--- src/rtl/spi_slave_byte_if.sv ---
// Bundle of SPI pins plus the host-side TX/RX handshakes of spi_slave_byte.
// The slave modport is the responder's view; master is the link partner / host view.
interface spi_slave_byte_if;
  logic       sck_i;
  logic       ss_i;
  logic       mosi_i;
  logic       miso_o;
  logic       miso_oe_o;
  logic [7:0] tx_data_i;
  logic       tx_valid_i;
  logic       tx_ready_o;
  logic [7:0] rx_data_o;
  logic       rx_valid_o;
  logic       rx_ack_i;
  logic       overrun_o;
  logic       underrun_o;
  logic       clr_err_i;
  logic       busy_o;

  modport slave (
    input  sck_i, ss_i, mosi_i, tx_data_i, tx_valid_i, rx_ack_i, clr_err_i,
    output miso_o, miso_oe_o, tx_ready_o, rx_data_o, rx_valid_o,
           overrun_o, underrun_o, busy_o
  );

  modport master (
    output sck_i, ss_i, mosi_i, tx_data_i, tx_valid_i, rx_ack_i, clr_err_i,
    input  miso_o, miso_oe_o, tx_ready_o, rx_data_o, rx_valid_o,
           overrun_o, underrun_o, busy_o
  );
endinterface

--- src/rtl/spi_slave_byte.sv ---
// Oversampling SPI responder: byte-wide TX holding register and RX data register,
// all SPI pins synchronised into clk_i, any CPOL/CPHA mode.
module spi_slave_byte #(
  parameter bit         CPOL        = 1'b0,
  parameter bit         CPHA        = 1'b0,
  parameter int         SYNC_STAGES = 2,
  parameter logic [7:0] FILL        = 8'hFF
) (
  input  logic           clk_i,
  input  logic           rst_i,
  spi_slave_byte_if.slave bus
);

  typedef enum logic [1:0] {
    ST_IDLE  = 2'd0,
    ST_LOAD  = 2'd1,
    ST_SHIFT = 2'd2
  } state_t;

  state_t state_reg, state_next;

  logic [SYNC_STAGES-1:0] sck_sync_reg, ss_sync_reg, mosi_sync_reg;
  logic       sck_prev_reg;
  logic [2:0] cnt_reg;
  logic [7:0] shift_rx_reg, shift_tx_reg;
  logic       done_reg;
  logic       fill_pending_reg;
  logic       miso_reg;
  logic [7:0] hold_reg;
  logic       hold_full_reg;
  logic [7:0] rx_data_reg;
  logic       rx_valid_reg;
  logic       overrun_reg, underrun_reg;

  logic sck_s, ss_s, mosi_s;
  logic sck_rise, sck_fall, lead_edge, trail_edge, sample_edge, shift_edge;
  logic load_en, sample_en, shift_en, byte_done;
  logic [7:0] tx_word;

  // Sync flops come out of reset at the bus idle levels so no false edge is seen.
  always_ff @(posedge clk_i or negedge rst_i) begin
    if (!rst_i) begin
      sck_sync_reg  <= {SYNC_STAGES{CPOL}};
      ss_sync_reg   <= {SYNC_STAGES{1'b1}};
      mosi_sync_reg <= '0;
    end else begin
      sck_sync_reg  <= {sck_sync_reg[SYNC_STAGES-2:0],  bus.sck_i};
      ss_sync_reg   <= {ss_sync_reg[SYNC_STAGES-2:0],   bus.ss_i};
      mosi_sync_reg <= {mosi_sync_reg[SYNC_STAGES-2:0], bus.mosi_i};
    end
  end

  assign sck_s  = sck_sync_reg[SYNC_STAGES-1];
  assign ss_s   = ss_sync_reg[SYNC_STAGES-1];
  assign mosi_s = mosi_sync_reg[SYNC_STAGES-1];

  assign sck_rise    = sck_s & ~sck_prev_reg;
  assign sck_fall    = ~sck_s & sck_prev_reg;
  assign lead_edge   = CPOL ? sck_fall : sck_rise;
  assign trail_edge  = CPOL ? sck_rise : sck_fall;
  assign sample_edge = CPHA ? trail_edge : lead_edge;
  assign shift_edge  = CPHA ? lead_edge  : trail_edge;

  assign tx_word   = hold_full_reg ? hold_reg : FILL;
  assign byte_done = sample_en && (cnt_reg == 3'd7);

  always_ff @(posedge clk_i or negedge rst_i) begin
    if (!rst_i) state_reg <= ST_IDLE;
    else        state_reg <= state_next;
  end

  // In CPHA=0 the trailing edge after the 8th sample is the end of the byte,
  // not a shift: MSB of the next byte is already on miso from LOAD.
  always_comb begin
    state_next = state_reg;
    load_en    = 1'b0;
    sample_en  = 1'b0;
    shift_en   = 1'b0;
    case (state_reg)
      ST_IDLE: begin
        if (!ss_s) state_next = ST_LOAD;
      end
      ST_LOAD: begin
        load_en    = 1'b1;
        state_next = ST_SHIFT;
      end
      ST_SHIFT: begin
        sample_en = sample_edge;
        shift_en  = shift_edge && (CPHA || (cnt_reg != 3'd0));
        if (sample_edge && (cnt_reg == 3'd7)) state_next = ST_LOAD;
      end
      default: state_next = ST_IDLE;
    endcase
    if (ss_s) begin
      state_next = ST_IDLE;
      load_en    = 1'b0;
      sample_en  = 1'b0;
      shift_en   = 1'b0;
    end
  end

  always_ff @(posedge clk_i or negedge rst_i) begin
    if (!rst_i) begin
      sck_prev_reg     <= CPOL;
      cnt_reg          <= '0;
      shift_rx_reg     <= '0;
      shift_tx_reg     <= '0;
      done_reg         <= 1'b0;
      fill_pending_reg <= 1'b0;
      miso_reg         <= 1'b0;
      hold_reg         <= '0;
      hold_full_reg    <= 1'b0;
      rx_data_reg      <= '0;
      rx_valid_reg     <= 1'b0;
      overrun_reg      <= 1'b0;
      underrun_reg     <= 1'b0;
    end else begin
      sck_prev_reg <= sck_s;
      done_reg     <= byte_done;

      if (ss_s)           cnt_reg <= '0;
      else if (sample_en) cnt_reg <= cnt_reg + 3'd1;

      if (sample_en) shift_rx_reg <= {shift_rx_reg[6:0], mosi_s};

      if (load_en) begin
        shift_tx_reg     <= tx_word;
        fill_pending_reg <= !hold_full_reg;
        if (!CPHA) miso_reg <= tx_word[7];
      end else if (shift_en) begin
        miso_reg     <= CPHA ? shift_tx_reg[7] : shift_tx_reg[6];
        shift_tx_reg <= {shift_tx_reg[6:0], 1'b0};
      end

      // LOAD looks at the registered full flag, so a same-cycle write lands for the next byte.
      if (bus.tx_valid_i && !hold_full_reg) begin
        hold_reg      <= bus.tx_data_i;
        hold_full_reg <= 1'b1;
      end else if (load_en) begin
        hold_full_reg <= 1'b0;
      end

      if (done_reg) begin
        rx_data_reg  <= shift_rx_reg;
        rx_valid_reg <= 1'b1;
      end else if (bus.rx_ack_i) begin
        rx_valid_reg <= 1'b0;
      end

      if (done_reg && rx_valid_reg && !bus.rx_ack_i) overrun_reg <= 1'b1;
      else if (bus.clr_err_i)                          overrun_reg <= 1'b0;

      // FILL only counts as an underrun once the master actually clocks that byte,
      // so the speculative LOAD at the end of a transfer raises no error.
      if (sample_en && (cnt_reg == 3'd0) && fill_pending_reg) underrun_reg <= 1'b1;
      else if (bus.clr_err_i)                                 underrun_reg <= 1'b0;
    end
  end

  assign bus.miso_o     = miso_reg;
  assign bus.miso_oe_o  = ~ss_s;
  assign bus.busy_o     = ~ss_s;
  assign bus.tx_ready_o = ~hold_full_reg;
  assign bus.rx_data_o  = rx_data_reg;
  assign bus.rx_valid_o = rx_valid_reg;
  assign bus.overrun_o  = overrun_reg;
  assign bus.underrun_o = underrun_reg;

endmodule

--- src/flat_wrapper.sv ---
// flat-port wrapper written by rule: the top's interface ports become plain ports
module spi_slave_byte_flat 
#(
  parameter bit         CPOL        = 1'b0,
  parameter bit         CPHA        = 1'b0,
  parameter int         SYNC_STAGES = 2,
  parameter logic [7:0] FILL        = 8'hFF
)
  (clk_i, rst_i, bus_sck_i, bus_ss_i, bus_mosi_i, bus_tx_data_i, bus_tx_valid_i, bus_rx_ack_i, bus_clr_err_i, bus_miso_o, bus_miso_oe_o, bus_tx_ready_o, bus_rx_data_o, bus_rx_valid_o, bus_overrun_o, bus_underrun_o, bus_busy_o);
  spi_slave_byte_if bus_i ();
  input  logic clk_i;
  input  logic rst_i;
  input wire logic [$bits(bus_i.sck_i)-1:0] bus_sck_i;
  input wire logic [$bits(bus_i.ss_i)-1:0] bus_ss_i;
  input wire logic [$bits(bus_i.mosi_i)-1:0] bus_mosi_i;
  input wire logic [$bits(bus_i.tx_data_i)-1:0] bus_tx_data_i;
  input wire logic [$bits(bus_i.tx_valid_i)-1:0] bus_tx_valid_i;
  input wire logic [$bits(bus_i.rx_ack_i)-1:0] bus_rx_ack_i;
  input wire logic [$bits(bus_i.clr_err_i)-1:0] bus_clr_err_i;
  output wire logic [$bits(bus_i.miso_o)-1:0] bus_miso_o;
  output wire logic [$bits(bus_i.miso_oe_o)-1:0] bus_miso_oe_o;
  output wire logic [$bits(bus_i.tx_ready_o)-1:0] bus_tx_ready_o;
  output wire logic [$bits(bus_i.rx_data_o)-1:0] bus_rx_data_o;
  output wire logic [$bits(bus_i.rx_valid_o)-1:0] bus_rx_valid_o;
  output wire logic [$bits(bus_i.overrun_o)-1:0] bus_overrun_o;
  output wire logic [$bits(bus_i.underrun_o)-1:0] bus_underrun_o;
  output wire logic [$bits(bus_i.busy_o)-1:0] bus_busy_o;
  assign bus_i.sck_i = bus_sck_i;
  assign bus_i.ss_i = bus_ss_i;
  assign bus_i.mosi_i = bus_mosi_i;
  assign bus_i.tx_data_i = bus_tx_data_i;
  assign bus_i.tx_valid_i = bus_tx_valid_i;
  assign bus_i.rx_ack_i = bus_rx_ack_i;
  assign bus_i.clr_err_i = bus_clr_err_i;
  assign bus_miso_o = bus_i.miso_o;
  assign bus_miso_oe_o = bus_i.miso_oe_o;
  assign bus_tx_ready_o = bus_i.tx_ready_o;
  assign bus_rx_data_o = bus_i.rx_data_o;
  assign bus_rx_valid_o = bus_i.rx_valid_o;
  assign bus_overrun_o = bus_i.overrun_o;
  assign bus_underrun_o = bus_i.underrun_o;
  assign bus_busy_o = bus_i.busy_o;
  spi_slave_byte #(.CPOL(CPOL), .CPHA(CPHA), .SYNC_STAGES(SYNC_STAGES), .FILL(FILL)) u_core (.clk_i(clk_i), .rst_i(rst_i), .bus(bus_i));
endmodule
--- config.mk ---
export PLATFORM = sky130hd
export DESIGN_NAME = spi_slave_byte_flat
export DESIGN_NICKNAME = d
export VERILOG_FILES = /design/src/rtl/spi_slave_byte_if.sv /design/src/rtl/spi_slave_byte.sv /design/src/flat_wrapper.sv
export SDC_FILE = /design/constraint.sdc
export NUM_CORES = 1
export LEC_CHECK = 0
export CAP_MARGIN = 10
export CORE_MARGIN = 4
export CORE_UTILIZATION = 52
export DETAILED_ROUTE_END_ITERATION = 6
export PLACE_DENSITY = 0.77
export SYNTH_ARGS = -nofsm -noshare
export SYNTH_HDL_FRONTEND = slang
export SYNTH_SLANG_ARGS = --single-unit
--- constraint.sdc ---
create_clock -name clk_i -period 1.75 [get_ports clk_i]
set_input_delay 0.175 -clock clk_i [delete_from_list [all_inputs] [get_ports clk_i]]
set_output_delay 0.175 -clock clk_i [all_outputs]
set_load 0.02 [all_outputs]
# After elaboration in Yosys (flattened, before gate mapping)
# Index checks and enable logic that the tools add are counted.
# totals
regBits	50
latch_bits	0
mem_bits_rw	0
rom_bits	0
in_bits	16
output_inout_bits	15
mem_count	0
# classes
addsub	1
multipliers	0
div_mod_pow	0
magnitude_cmp	0
eq_ne	4
shift	0
n_mux	23
bitwise_logic	6
reduce_logical	19
# ops
cell	n
two-way mux 1 bit	15
two-way mux 7 bit	2
nonzero test 2 bit	6
logical AND 1 bit	8
two-way mux 8 bit	1
two-way mux 3 bit	2
case mux 2 bit (3 select lines)	1
two-way mux 2 bit	2
inverter 1 bit	4
adder 3 x 1 -> 3 bit (second input constant)	1
equality test 3 bit (second input constant)	1
logical NOT 3 bit	1
inequality test 3 x 1 -> 1 bit (second input constant)	1
nonzero test 3 bit	1
bitwise AND 1 bit	2
equality test 2 x 1 -> 1 bit (second input constant)	1
equality test 2 bit (second input constant)	1
logical NOT 1 bit	2
logical NOT 2 bit	1

# Logic depth before layout (Yosys ltp)
# Gate-level depths: netlist (run 1).
# depth
depth_word	7
depth_mapped	6

# Worst setup path before layout (run 1)
# Ideal clock, no wire load.
# synth_timing
kind	register to register
start	register u_core.sck_prev_reg
end	register u_core.shift_rx_reg[1]
setup_ns	0.128
t_arrival_ns	1.277
required_time_ns	1.622
slack_ns	0.346
stages_incl_launch_ff	5
n_path_buf	1
period_less_slack_ns	1.404
path_cell_list	dfrtp_1 > nand3b_1 > nor3_2 > buf_2 > mux2_1
# synth_between
elab_chain_len	4
# synth_rtl
item	line_no	source
start: declaration	spi_slave_byte.sv:23	logic sck_prev_reg;
start signal: assignment	spi_slave_byte.sv:118	sck_prev_reg <= sck_s;
inverter 1 bit	spi_slave_byte.sv:57	assign sck_rise = sck_s & ~sck_prev_reg;
bitwise AND 1 bit	spi_slave_byte.sv:57	
two-way mux 1 bit	spi_slave_byte.sv:79	case (state_reg)
two-way mux 1 bit	spi_slave_byte.sv:94	if (ss_s) begin
end signal: assignment	spi_slave_byte.sv:124	if (sample_en) shift_rx_reg <= {shift_rx_reg[6:0], mosi_s};
end: declaration	spi_slave_byte.sv:25	logic [7:0] shift_rx_reg, shift_tx_reg;
# No other way between the ends.
# A chain may end at the register's enable or synchronous reset.

# Final worst setup path (run 1)
# layout_timing
start	register u_core.hold_full_reg
end	output bus_tx_ready_o
# layout_between
elab_chain_len	1
# layout_rtl
item	line_no	source
start: declaration	spi_slave_byte.sv:30	logic hold_full_reg;
start signal: assignment	spi_slave_byte.sv:112	hold_full_reg <= 1'b0;
start signal: assignment	spi_slave_byte.sv:138	hold_full_reg <= 1'b1;
start signal: assignment	spi_slave_byte.sv:140	hold_full_reg <= 1'b0;
inverter 1 bit	spi_slave_byte.sv:163	assign bus.tx_ready_o = ~hold_full_reg;
end: declaration	flat_wrapper.sv:22	output wire logic [$bits(bus_i.tx_ready_o)-1:0] bus_tx_ready_o;
# No other way between the ends.

==> flow_summary.ini, run 1 <==
[clock_tree]
cts-buffers-inserted = 5
clock_path_buffers = 2
clock_sinks = 50
worstSkewPairLatency_ns = 0.30
cts_tree = built
clockRootBuffer = clkbuf_8
postCtsSetupBuffers = 0
clk_pin_slew_ns = 0.07
h-tree-depth = 2

[logic_synthesis]
synth_top_area_share_pct = 59.7
synth_cell_types = 30
synth_seq_cells = 50
syn_avg_cell_area_um2 = 13.5
syn_area_um2 = 2010
synth_fp_nets = 168
synth_top_cell_by_area = dfrtp_1
ys_top_cells_by_area = dfrtp_1 60%, mux2_1 8.9%, mux2_2 5.0%, dfstp_2 2.6%, o31ai_1 2.6%
yosysSeqAreaShare_pct = 62.3
synth_cells = 149
yosys_warnings = 0

[route]
viasPerCell = 5.60
final_antenna_net_count = 0
drtIter0Drc = 124
wirelength_um = 3580
dr.pass1.iters = 4
vias = 1293
routedWlPerCell_um = 15.5
route.detailed.drc = 0

[hold_path]
hp-class = in2reg

[finish]
layout-drive-gt1-share_pct = 14.2
diodes = 0
fillerInstances = 293
num-nets-final = 201
fin_util_pct = 66.7
area_growth_pct = 22.1

[power_and_ir_drop]
pwr-share-seq_pct = 57.4
ir_worst_vdd_mv = 0.560
p_int_mw = 1.98
swShare_pct = 27.1
switching_power_mw = 0.734
pwr-share-comb_pct = 18.2
p_per_area_nw_per_um2 = 1100
power.leakage_nw = 1.12
clkPwrFrac_pct = 24.4

[sta]
clock_skew_ns = 0.0101
maxSlewHeadroom_pct = 63.7
hold_violations = 0
grt_setup_unrepaired = no
fmax_mhz = 623
setup_viol = 0
setup_tns_ns = 0
worst_slack_ns = 0.144
fin_crit_sh_pct = 91.8
holdWs_ns = 0.279
tightest_slew_ns = 0.542
drv_slew = 0
period_minus_slack_ns = 1.61

[global_route]
grt_pass1_wl_um = 6600
grt-ovfl-total = 0
first_global_vias = 1447
antenna_found_initial = 0
grt_max_degree = 21
grtUsageTotal_pct = 16.8

[floorplan]
die_x_um = 70.2
initial_utilization_pct = 54.6
die_h_um = 70.2
core_um2 = 3690
io_pins = 31
die-area_um2 = 4930
fp-row-count = 22

[setup_path]
path_max_fanout = 5
worstSetupStartpointType = flop
cp.required_ns = 1.57
arrival_ns = 1.43
cp-end-kind = output port
crit_type = reg2out

[status]
outcome = completed

[flow_run]
maxCapViolCount = 0

[place]
io_buffer_count = 30
gp_congestion = 0.761
dp_hpwl_um = 2670
place_ws_ns = 0.156
## power groups by stage
stage | Sequential, mW | Clock, mW | Combinational (mW)
detailed placement | 1.58 | 0 | 0.499
floorplan | 1.54 | 0 | 0.319
finish | 1.56 | 0.663 | 0.493
CTS | 1.56 | 0.686 | 0.501
global placement | 1.56 | 0 | 0.466
global route | 1.59 | 0.746 | 0.555
## cells by family after synthesis
| group | count (synthesis) | share of synthesized area, % |
|---|---|---|
| and+or+nand+nor | 31 | 9.26 |
| DFF | 50 | 62.3 |
| muxes | 25 | 14.0 |
| AOI/OAI and AO/OA | 25 | 9.07 |
| buffers and inverters | 15 | 3.54 |
| adders and majority gates | 3 | 1.86 |
## final cells by class
| class | count | area (µm²) | area share, % |
|---|---|---|---|
| Clock inverter | 1 | 5.00 | 0.204 |
| Multi-Input combinational cell | 84 | 691 | 28.1 |
| Sequential cell | 50 | 1250 | 51.0 |
| Tap cell | 48 | 60.1 | 2.44 |
| Clock buffer | 7 | 86.3 | 3.51 |
| Timing Repair Buffer | 35 | 340 | 13.8 |
| Inverter | 6 | 22.5 | 0.916 |
## critical path, cell delays in order (launching register included)
cell	delay [ns]
dfrtp_1	0.43
inv_1	0.10
clkdlybuf4s50_1	0.61
## cell usage after synthesis
cell type / count
nand4bb_1: 1
o21ai_1: 2
buf_2: 3
a32o_1: 2
o21a_1: 1
nor3b_2: 1
inv_1: 6
or3b_1: 2
dfrtp_1: 48
o311ai_1: 1
a22o_1: 2
a31oi_1: 7
nand2b_1: 2
mux2_1: 16
nand2_1: 3
nor2_1: 9
o31ai_1: 7
mux2_2: 9
a211oi_1: 1
buf_1: 2
ha_1: 3
dfstp_2: 2
buf_4: 1
nand4_1: 7
nor2b_1: 3
a21o_1: 2
buf_6: 1
nor3_2: 1
clkbuf_1: 2
nand3b_1: 2
## layout by cell type, fill, tap and decap left out, drive strengths merged, types with 3 or more instances in the layout
cell | netlist | routed
nor2b | 3 | 3
nor2 | 9 | 9
mux2 | 25 | 25
a31oi | 7 | 7
o31ai | 7 | 7
ha | 3 | 3
clkbuf | 2 | 7
nand4 | 7 | 7
clkdlybuf4s50 | 0 | 27
buf | 7 | 5
dfrtp | 48 | 48
inv | 6 | 6
nand2 | 3 | 3
## through the flow
step,instance area [µm²],std cells,power [mW]
detailed placement,2350,222,2.08
floorplan,2010,149,1.86
finish,2460,231,2.71
CTS,2450,231,2.74
global route,2460,231,2.89
global placement,2350,222,2.03
## final timing paths
path,cells after the start,to,slack (ns),from
worst min-delay path,1,u_core.ss_sync_reg[0],0.28,bus_ss_i
worst max register to register,3,u_core.shift_tx_reg[1],0.17,u_core.state_reg[0]
max in group asynchronous,3,u_core.ss_sync_reg[1],0.79,rst_i
min in group asynchronous,2,u_core.hold_reg[7],0.34,rst_i
worst min register to register,0,u_core.ss_sync_reg[1],0.36,u_core.ss_sync_reg[0]
worst max-delay path,2,bus_tx_ready_o,0.14,u_core.hold_full_reg
## metal layers
metal	vias up	share of wire, %	track usage (%)
met5	-	0	0
met4	0	1.8	6.81
met3	7	5.2	4.75
met2	36	50	26.2
met1	652	43	22.2
li1	598	-	-
## timing repair
action,in CTS,in global routing
resized for setup,0,3
setup endpoints to repair,0,8
endpoints found under the hold margin,18,0
hold buffers,1,0
No activity file was read; power rests on OpenSTA's default activity.
==> run 2, diff against run 1 <==
--- a/config.mk
+++ b/config.mk
@@ -9,7 +9,9 @@
 export CORE_MARGIN = 4
 export CORE_UTILIZATION = 52
 export DETAILED_ROUTE_END_ITERATION = 6
+export MAX_ROUTING_LAYER = met4
 export PLACE_DENSITY = 0.77
+export REMOVE_ABC_BUFFERS = 1
 export SYNTH_ARGS = -nofsm -noshare
 export SYNTH_HDL_FRONTEND = slang
 export SYNTH_SLANG_ARGS = --single-unit
==> run 2 against run 1 <==
Effect of this change:
- global-route usage shrank 0.76 points
- die area is the same
- sequential power is essentially flat
- critical path type is now reg2reg
- register-to-register slack lost 0.03 ns
==> flow_summary.ini, run 2 (synthesis gave the netlist of run 1 again) <==
[status]
outcome = completed

[sta]
fin_crit_sh_pct = 92.0
hold_violations = 0
tightest_slew_ns = 0.521
grt_setup_unrepaired = no
drv_slew = 0
fmax_mhz = 621
clock_skew_ns = 0.00820
maxSlewHeadroom_pct = 65.1
period_minus_slack_ns = 1.61
setup_tns_ns = 0
holdWs_ns = 0.280
setup_viol = 0

[global_route]
grt_most_used_layer = met2
antenna_found_initial = 0
use_met2_pct = 25.5
grtUsageMet3_pct = 4.32
grt_max_degree = 29
grt_pass1_wl_um = 6210
use_met1_pct = 20.0
first_global_vias = 1358
grtUsageTotal_pct = 16.1
grt-ovfl-total = 0

[clock_tree]
clock_sinks = 50
h-tree-depth = 2
cts-buffers-inserted = 5
worstSkewPairLatency_ns = 0.30
clk_pin_slew_ns = 0.08
clockRootBuffer = clkbuf_8
cts_tree = built
clock_path_buffers = 2

[finish]
num-nets-final = 201
fin_util_pct = 66.6
final_common_cell = dfrtp_1
diodes = 0
finalNonFillerCells = 231
layout-drive-gt1-share_pct = 12.6
area_growth_pct = 22.1
layout_common_cells = 48 x dfrtp_1, 27 x clkdlybuf4s50_1, 16 x mux2_1, 9 x nor2_1, 9 x mux2_2

[hold_path]
hp-class = in2reg
whs_path_depth = 1
hold-path-endpoint = u_core.ss_sync_reg[0]
min-delay-start = bus_ss_i

[setup_path]
cp-end-kind = flop
r2r_start = u_core.state_reg[0]
cpMaxStageDelayCell = or3b_1
r2r-end = u_core.shift_tx_reg[0]
r2r_cells = 3
worstSetupStartpointType = flop
crit_chain = or3b_1, o311ai_1, o21ai_1
reg2reg_slack_ns = 0.14
cp.buffers_inverters = 0
cp.required_ns = 1.92
slowest_delay_ns = 0.53
crit_type = reg2reg
arrival_ns = 1.77
path_max_fanout = 9
cpLargestDelayFamily = simple AND/OR/NAND/NOR gates

[floorplan]
die-area_um2 = 4930
core_um2 = 3690
initial_utilization_pct = 54.6
die_h_um = 70.2
die_x_um = 70.2
io_pins = 31
fp-row-count = 22

[route]
viasPerCell = 5.55
drtIter0Drc = 123
vias = 1281
routedWlPerCell_um = 15.3
route.detailed.drc = 0
dr.pass1.iters = 4
final_antenna_net_count = 0
wirelength_um = 3530

[power_and_ir_drop]
power.leakage_nw = 1.12
ir_worst_vdd_mv = 0.703
p_per_area_nw_per_um2 = 1090

[flow_run]
maxCapViolCount = 0

[place]
placed_cells = 222
gp_congestion = 0.819
io_buffer_count = 30
dp_hpwl_um = 2570
[run 2: cell count changes in the layout (fill, tap and decap cells not counted), sizes merged]
cell / change
clkinv: -1
clkbuf: +1
[run 2: cell type report]
class | instances | area (µm²)
well taps | 48 | 60.1
multi-input cells | 84 | 688
clock buffers | 8 | 80.1
fillers | 285 | 1230
repair buffers | 35 | 353
inverters | 6 | 22.5
flip-flops and latches | 50 | 1250
[run 2: power breakdown]
group	leakage, nW	switching, mW	internal, mW	total [mW]
sequential	0.626	0.149	1.40	1.55
clock	0.0395	0.343	0.284	0.627
combinational	0.450	0.234	0.262	0.496
total	1.12	0.725	1.95	2.67
[run 2: metrics by stage]
stage / cell area (µm²) / worst slack [ns] / total power, mW
3_3_place_gp: 2360 / 0.247 / 2.03
5_1_grt: 2460 / 0.0560 / 2.83
4_1_cts: 2450 / 0.0163 / 2.71
6_report: 2460 / 0.141 / 2.67
2_1_floorplan: 1960 / 0.217 / 1.84
3_5_place_dp: 2360 / 0.157 / 2.08
[run 2: how the worst max path moves through the flow]
stage                                     start                      to  slack [ns]  cells after the start
after CTS                 u_core.ss_sync_reg[1]           bus_miso_oe_o        0.02                      2
after global routing        u_core.state_reg[0]  u_core.shift_tx_reg[6]        0.06                      3
after detailed placement    u_core.state_reg[0]  u_core.shift_tx_reg[6]        0.16                      3
after floorplan             u_core.sck_prev_reg  u_core.shift_rx_reg[0]        0.22                      3
final                       u_core.state_reg[0]  u_core.shift_tx_reg[0]        0.14                      3
after global placement      u_core.state_reg[0]  u_core.shift_tx_reg[0]        0.25                      3
[run 2: per-layer routing]
layer / up-vias / routed length (µm) / part of all wire [%]
met5: - / 0 / 0
met2: 27 / 1710 / 48
met3: 7 / 149 / 4.2
met4: 0 / 46 / 1.3
met1: 644 / 1620 / 46
li1: 603 / - / -
[run 2: repair_timing]
| action | 4_1_cts | 5_1_grt |
|---|---|---|
| buffers inserted | 0 | 0 |
| endpoints found under the hold margin | 20 | 0 |
| resized for setup | 0 | 2 |
| hold buffers | 1 | 0 |
| endpoints found under the setup margin | 0 | 2 |
